$ cat config.mk
export PLATFORM = sky130hd
export DESIGN_NAME = seq_detect_next
export DESIGN_NICKNAME = d
export VERILOG_FILES = /design/src/rtl/seq_detect_pkg.sv /design/src/rtl/seq_detect_ctl_regs.sv /design/src/rtl/seq_detect_next.sv
export SDC_FILE = /design/constraint.sdc
export NUM_CORES = 1
export LEC_CHECK = 0
export ABC_AREA = 1
export CORE_MARGIN = 3
export CORE_UTILIZATION = 50
export DETAILED_ROUTE_END_ITERATION = 12
export PLACE_DENSITY = 0.83
export RECOVER_POWER = 25
export SETUP_SLACK_MARGIN = 0.3
export SYNTH_ARGS = -nofsm -noshare
export SYNTH_HDL_FRONTEND = slang
export SYNTH_SLANG_ARGS = --single-unit
$ cat constraint.sdc
create_clock -name Clk -period 3.1 [get_ports Clk]
set_clock_uncertainty 0.1 [all_clocks]
set_input_delay 0.465 -clock Clk [delete_from_list [all_inputs] [get_ports Clk]]
set_output_delay 0.465 -clock Clk [all_outputs]
set_load 0.005 [all_outputs]
$ cat src/rtl/seq_detect_pkg.sv
// Shared definitions for the 1101 serial pattern detector.
// Provides the state codes used by the external state register.
// Also provides a legality check for the fed-back state code.
package seq_detect_pkg;

  localparam int STATE_W = 4;

  localparam logic [STATE_W-1:0] S_IDLE  = 4'd0;
  localparam logic [STATE_W-1:0] S_1     = 4'd1;
  localparam logic [STATE_W-1:0] S_11    = 4'd2;
  localparam logic [STATE_W-1:0] S_110   = 4'd3;
  localparam logic [STATE_W-1:0] S_MATCH = 4'd4;

  // Codes 5..15 are never produced by the next-state logic.
  function automatic logic is_legal(input logic [STATE_W-1:0] s);
    return (s <= S_MATCH);
  endfunction

endpackage

$ cat src/rtl/seq_detect_ctl_regs.sv
// Register bank for Match pulse, saturating Match count, sticky Err and pause.
// Latency: all outputs update one edge after the qualifying event; no stall of its own.
// Backpressure: pause output, when enabled, drops In_ready for the single cycle after a match.
// Ports: clk/rst_n; clear, match_evt, illegal_evt in; match_q, match_count_q, err_q, pause_q out.
module seq_detect_ctl_regs #(
  parameter int CNT_W     = 8,
  parameter bit PAUSE_EN  = 1'b1
) (
  input  logic             clk,
  input  logic             rst_n,
  input  logic             clear,
  input  logic             match_evt,
  input  logic             illegal_evt,
  output logic             match_q,
  output logic [CNT_W-1:0] match_count_q,
  output logic             err_q,
  output logic             pause_q
);

  logic             match_d;
  logic [CNT_W-1:0] match_count_d;
  logic             err_d;
  logic             pause_d;

  always_comb begin
    match_d       = 1'b0;
    match_count_d = match_count_q;
    err_d         = err_q;
    pause_d       = 1'b0;
    if (clear) begin
      // Clear overrides any simultaneous match or illegal-state event.
      match_count_d = '0;
      err_d         = 1'b0;
    end else begin
      match_d = match_evt;
      pause_d = match_evt & PAUSE_EN;
      // Saturate rather than wrap.
      if (match_evt && (match_count_q != {CNT_W{1'b1}})) begin
        match_count_d = match_count_q + 1'b1;
      end
      if (illegal_evt) begin
        err_d = 1'b1;
      end
    end
  end

  always_ff @(posedge clk or negedge rst_n) begin
    if (!rst_n) begin
      match_q       <= 1'b0;
      match_count_q <= '0;
      err_q         <= 1'b0;
      pause_q       <= 1'b0;
    end else begin
      match_q       <= match_d;
      match_count_q <= match_count_d;
      err_q         <= err_d;
      pause_q       <= pause_d;
    end
  end

endmodule

$ cat src/rtl/seq_detect_next.sv
// Next-state/control stage for an external 4-bit state register detecting 1101 with overlap.
// Latency: next_state is combinational; Match/Match_count/Err are registered one edge later.
// Backpressure: In_ready = ~pause (low one cycle after a match) or tied high when pausing is off.
// Ports: Clk, Reset_n, In_valid/In_bit/In_ready, Clear, state in, next_state, Match, Match_count, Err.
module seq_detect_next
  import seq_detect_pkg::*;
#(
  parameter int CNT_W          = 8,
  parameter bit PAUSE_ON_MATCH = 1'b1
) (
  input  logic               Clk,
  input  logic               Reset_n,
  input  logic               In_valid,
  input  logic               In_bit,
  output logic               In_ready,
  input  logic               Clear,
  input  logic [STATE_W-1:0] state,
  output logic [STATE_W-1:0] next_state,
  output logic               Match,
  output logic [CNT_W-1:0]   Match_count,
  output logic               Err
);

  logic accept;
  logic legal;
  logic match_evt;
  logic illegal_evt;
  logic pause_q;

  assign In_ready    = PAUSE_ON_MATCH ? ~pause_q : 1'b1;
  assign accept      = In_valid & In_ready;
  assign legal       = is_legal(state);
  assign illegal_evt = ~legal;
  // Only S_110 with an accepted 1 can enter S_MATCH; holding in S_MATCH is not a new match.
  assign match_evt   = accept & (state == S_110) & In_bit;

  always_comb begin
    next_state = state;
    if (!Reset_n) begin
      next_state = S_IDLE;
    end else if (Clear || !legal) begin
      // Any offered bit is consumed and dropped here.
      next_state = S_IDLE;
    end else if (accept) begin
      case (state)
        S_IDLE:  next_state = In_bit ? S_1     : S_IDLE;
        S_1:     next_state = In_bit ? S_11    : S_IDLE;
        S_11:    next_state = In_bit ? S_11    : S_110;
        S_110:   next_state = In_bit ? S_MATCH : S_IDLE;
        // Trailing 1 of a match is the first 1 of the next pattern, so 1 -> S_11.
        S_MATCH: next_state = In_bit ? S_11    : S_IDLE;
        default: next_state = S_IDLE;
      endcase
    end
  end

  seq_detect_ctl_regs #(
    .CNT_W    (CNT_W),
    .PAUSE_EN (PAUSE_ON_MATCH)
  ) u_ctl_regs (
    .clk           (Clk),
    .rst_n         (Reset_n),
    .clear         (Clear),
    .match_evt     (match_evt),
    .illegal_evt   (illegal_evt),
    .match_q       (Match),
    .match_count_q (Match_count),
    .err_q         (Err),
    .pause_q       (pause_q)
  );

endmodule

==> summary.md <==
| Metric | Value |
|---|---|
| Status | `finished, final reports clean` |
| Finished Cell Area | `1110 µm²` |
| Router iterations before antenna repair | `4` |
| Synth top area share | `~30%` |
| Setup bufs post-CTS | `0` |
| Critical path type | `input port to output pin` |
| Max layer used | `met4` |
| Global-route wire length before repair | `roughly 3400 µm` |
| XOR/XNOR Fraction of Synth Area | `1.05%` |
| H-tree Lvls | `1` |
| Synthesis warning total | `0` |
| DRC | `0` |
| Hold_buf cts | `0` |
| Rel. slew slack | `64.5%` |
| Mux cell area share after synthesis | `0%` |
| Total wire length | `roughly 2100 µm` |
| Port Buf Inserts | `22` |
| Worst path buffer plus inverter count | `3` |
| Final WS setup | `~370 ps` |
| Met2 WL | `between 1000 and 1500 µm` |
| Final-stage net count | `~160` |
| Die height | `46.9 µm` |
| Vias in the first global route | `approximately 770` |
| Core Footprint | `1540 µm²` |
| Final Hold Viols | `0` |
| Max Cap Viol | `0` |
| Total GRT Usage | `21.5%` |
| Diode count | `0` |
| Area leader, netlist | `dfrtp_1` |
| Placed instance area | `~1100 µm²` |
| Clock buffer count from CTS | `3` |
| Cell variety after synth | `22` |
| Initial antenna violation count | `0` |
| Final Wtd Congestion | `0.857` |
| Min-Delay Path Class | `flop to flop` |
| Row Count | `14` |
| Tcrit/Tclk final | `88.2%` |
| Syn_nets | `between 100 and 150` |
| Final setup viols | `0` |
| Req. time, crit path | `roughly 2500 ps` |
| Crit-path leading delay family | `buffers and inverters` |
| Clock-pin transition on the worst setup and hold timing paths | `approximately 60 ps` |
| Clock tree buffer depth | `2` |
| Largest family of logic cells by synthesized area | `simple AND/OR/NAND/NOR gates` |
| CP max-delay cell | `clkdlybuf4s50_1` |
| Die span in x | `roughly 47 µm` |
| CP dominant cell by count | `clkdlybuf4s50_1` |
| Top post-synthesis cells by area | `dfrtp_1, nand2_1, nand3_1, nand2_2, inv_1` |
| Max incr delay on CP | `about 540 ps` |
| Iter 0 DRT Violations | `17` |
| RSZ-0062 raised after global routing | `no` |
| Clk sinks | `10` |
| Vias per cell | `5.25` |
| Met1 Routed Length | `904 µm` |
| Slew at the pin closest to its max-slew limit | `around 530 ps` |
| Top Ports | `24` |
| Post-synthesis register bit count | `10` |
| Pins over their slew limit | `0` |
| Cell area power density | `around 250 nW/µm²` |
| Clock root buffer | `clkbuf_4` |
| Sequential area share after synthesis | `~30%` |
| DR WL/cell | `roughly 13 µm` |
| Critical path peak fanout | `4` |
| WHS | `419 ps` |
| CP startpoint kind | `input port` |
| Max Freq | `between 300 and 400 MHz` |
| R2r setup slk | `around 1500 ps` |
| Via count | `~860` |
| Cells after Synth | `between 100 and 150` |
| Worst path cell trace | `clkdlybuf4s50_1, nor2_2, inv_1, o21ai_0, nand3_1, a21oi_1, clkdlybuf4s50_1` |
| Die area | `roughly 2200 µm²` |
| Total gr overflow | `0` |
| Area Overhead vs Synth | `32.3%` |
| Leakage | `between 0.0005 and 0.0006 µW` |
| CTS tree | `yes` |
| Syn avg cell area | `between 6 and 7 µm²` |
| Number of gates resized after CTS | `0` |
| Maximum vdd drop | `roughly 0.21 mV` |
| Met3 WL | `117 µm` |
| Detailed Place HPWL | `roughly 1500 µm` |
| Crit path DAT | `2170 ps` |
| Worst-Skew Late Latency | `roughly 270 ps` |
| Dpl ws | `approximately 410 ps` |
| Period minus WS final | `around 2700 ps` |
| Share of layout cells above drive strength 1 | `about a quarter` |
| Largest net degree at the start of global routing | `11` |
| Critical Path End Type | `output pin` |
| Synth Area in Simple Gates | `about half` |
| Compound-Gate Fraction of Synth Area | `under 10%` |
| Total negative slack | `0 ps` |
| Antenna viol nets, final | `0` |
| Initial core utilization | `between 50% and 60%` |
| Overall power of the completed layout | `about 270 µW` |
| Adder-Cell Fraction of Synth Area | `around 1.5%` |
| Mapped Area | `837 µm²` |
routing by layer:
metal,vias up,track usage [%]
met1,392,27.9
met5,-,0
met4,0,8.29
li1,429,-
met2,30,36.0
met3,5,2.68
cell usage after synthesis:
cell type	number
nand2_8	1
buf_4	2
ha_1	1
inv_2	1
a21oi_1	4
o21ai_2	3
conb_1	1
o21ai_0	1
nand2_2	12
nand2_1	29
inv_1	16
nor2_4	1
nand3_1	16
nor3_2	1
nand2_4	2
nand3_2	1
nor2_1	9
dfrtp_1	10
clkinv_2	1
xnor2_1	1
nor2_2	8
o21ai_1	1
sequential cells by signal, indices dropped and copies added, names as in the netlist:
register	flops
u_ctl_regs.err_q	1
u_ctl_regs.match_count_q	8
u_ctl_regs.match_q	1
cell families (layout without fill, tap and decap cells):
group,after synthesis,in the layout
buffers and inverters,20,45
AOI/OAI and AO/OA,9,9
other,1,1
and+or+nand+nor,80,80
DFF,10,10
adders and majority gates,1,1
xor gates and xnor gates,1,1
path summary, 6_finish.rpt:
check,start,depth (start not counted),end
min in group asynchronous,Reset_n,2,u_ctl_regs.err_q
hold / removal,u_ctl_regs.err_q,2,u_ctl_regs.err_q
setup reg to reg,u_ctl_regs.match_count_q[0],8,u_ctl_regs.match_count_q[7]
setup / recovery,state[0],7,next_state[0]
max in group asynchronous,Reset_n,2,u_ctl_regs.match_q
hold reg to reg,u_ctl_regs.err_q,2,u_ctl_regs.err_q
tightest hold or removal path: stages (launching register included):
cell,delay (ps)
dfrtp_1,370
inv_1,60
a21oi_1,50
placed cells by master (no fill, tap or decap):
cell type and n:
dfrtp_1 10, nor3_2 1, o21ai_2 4, nand2_1 29
conb_1 1, clkbuf_1 1, nand2_4 2, clkinv_2 1
nor2_4 1, buf_4 1, xnor2_1 1, clkbuf_4 3
clkdlybuf4s50_1 21, o21ai_0 1, nand3_2 2, nand2_8 1
ha_1 1, inv_2 1, a21oi_1 4, nand2_2 12
dlygate4sd3_1 1, inv_1 16, nor2_2 9, nor2_1 8
nand3_1 15
power by group:
group	internal [µW]	switching [µW]	leakage [µW]
Clock	45.0	46.7	0.0000138
Sequential	132	0.751	0.000138
Combinational	20.2	28.2	0.000350
cell type report:
type / count / area [µm²]
multi-input cells: 92 / 514
fillers: 138 / 434
flip-flops and latches: 10 / 250
repair buffers: 24 / 231
inverters: 18 / 68.8
clock buffers: 3 / 22.5
well taps: 16 / 20.0
per-stage QoR:
stage	utilization, %	instances
finish	71.8	163
global route	71.8	163
CTS	71.3	163
detailed placement	69.9	160
global placement	69.9	160
floorplan	-	122
No activity file was read; power rests on OpenSTA's default activity.
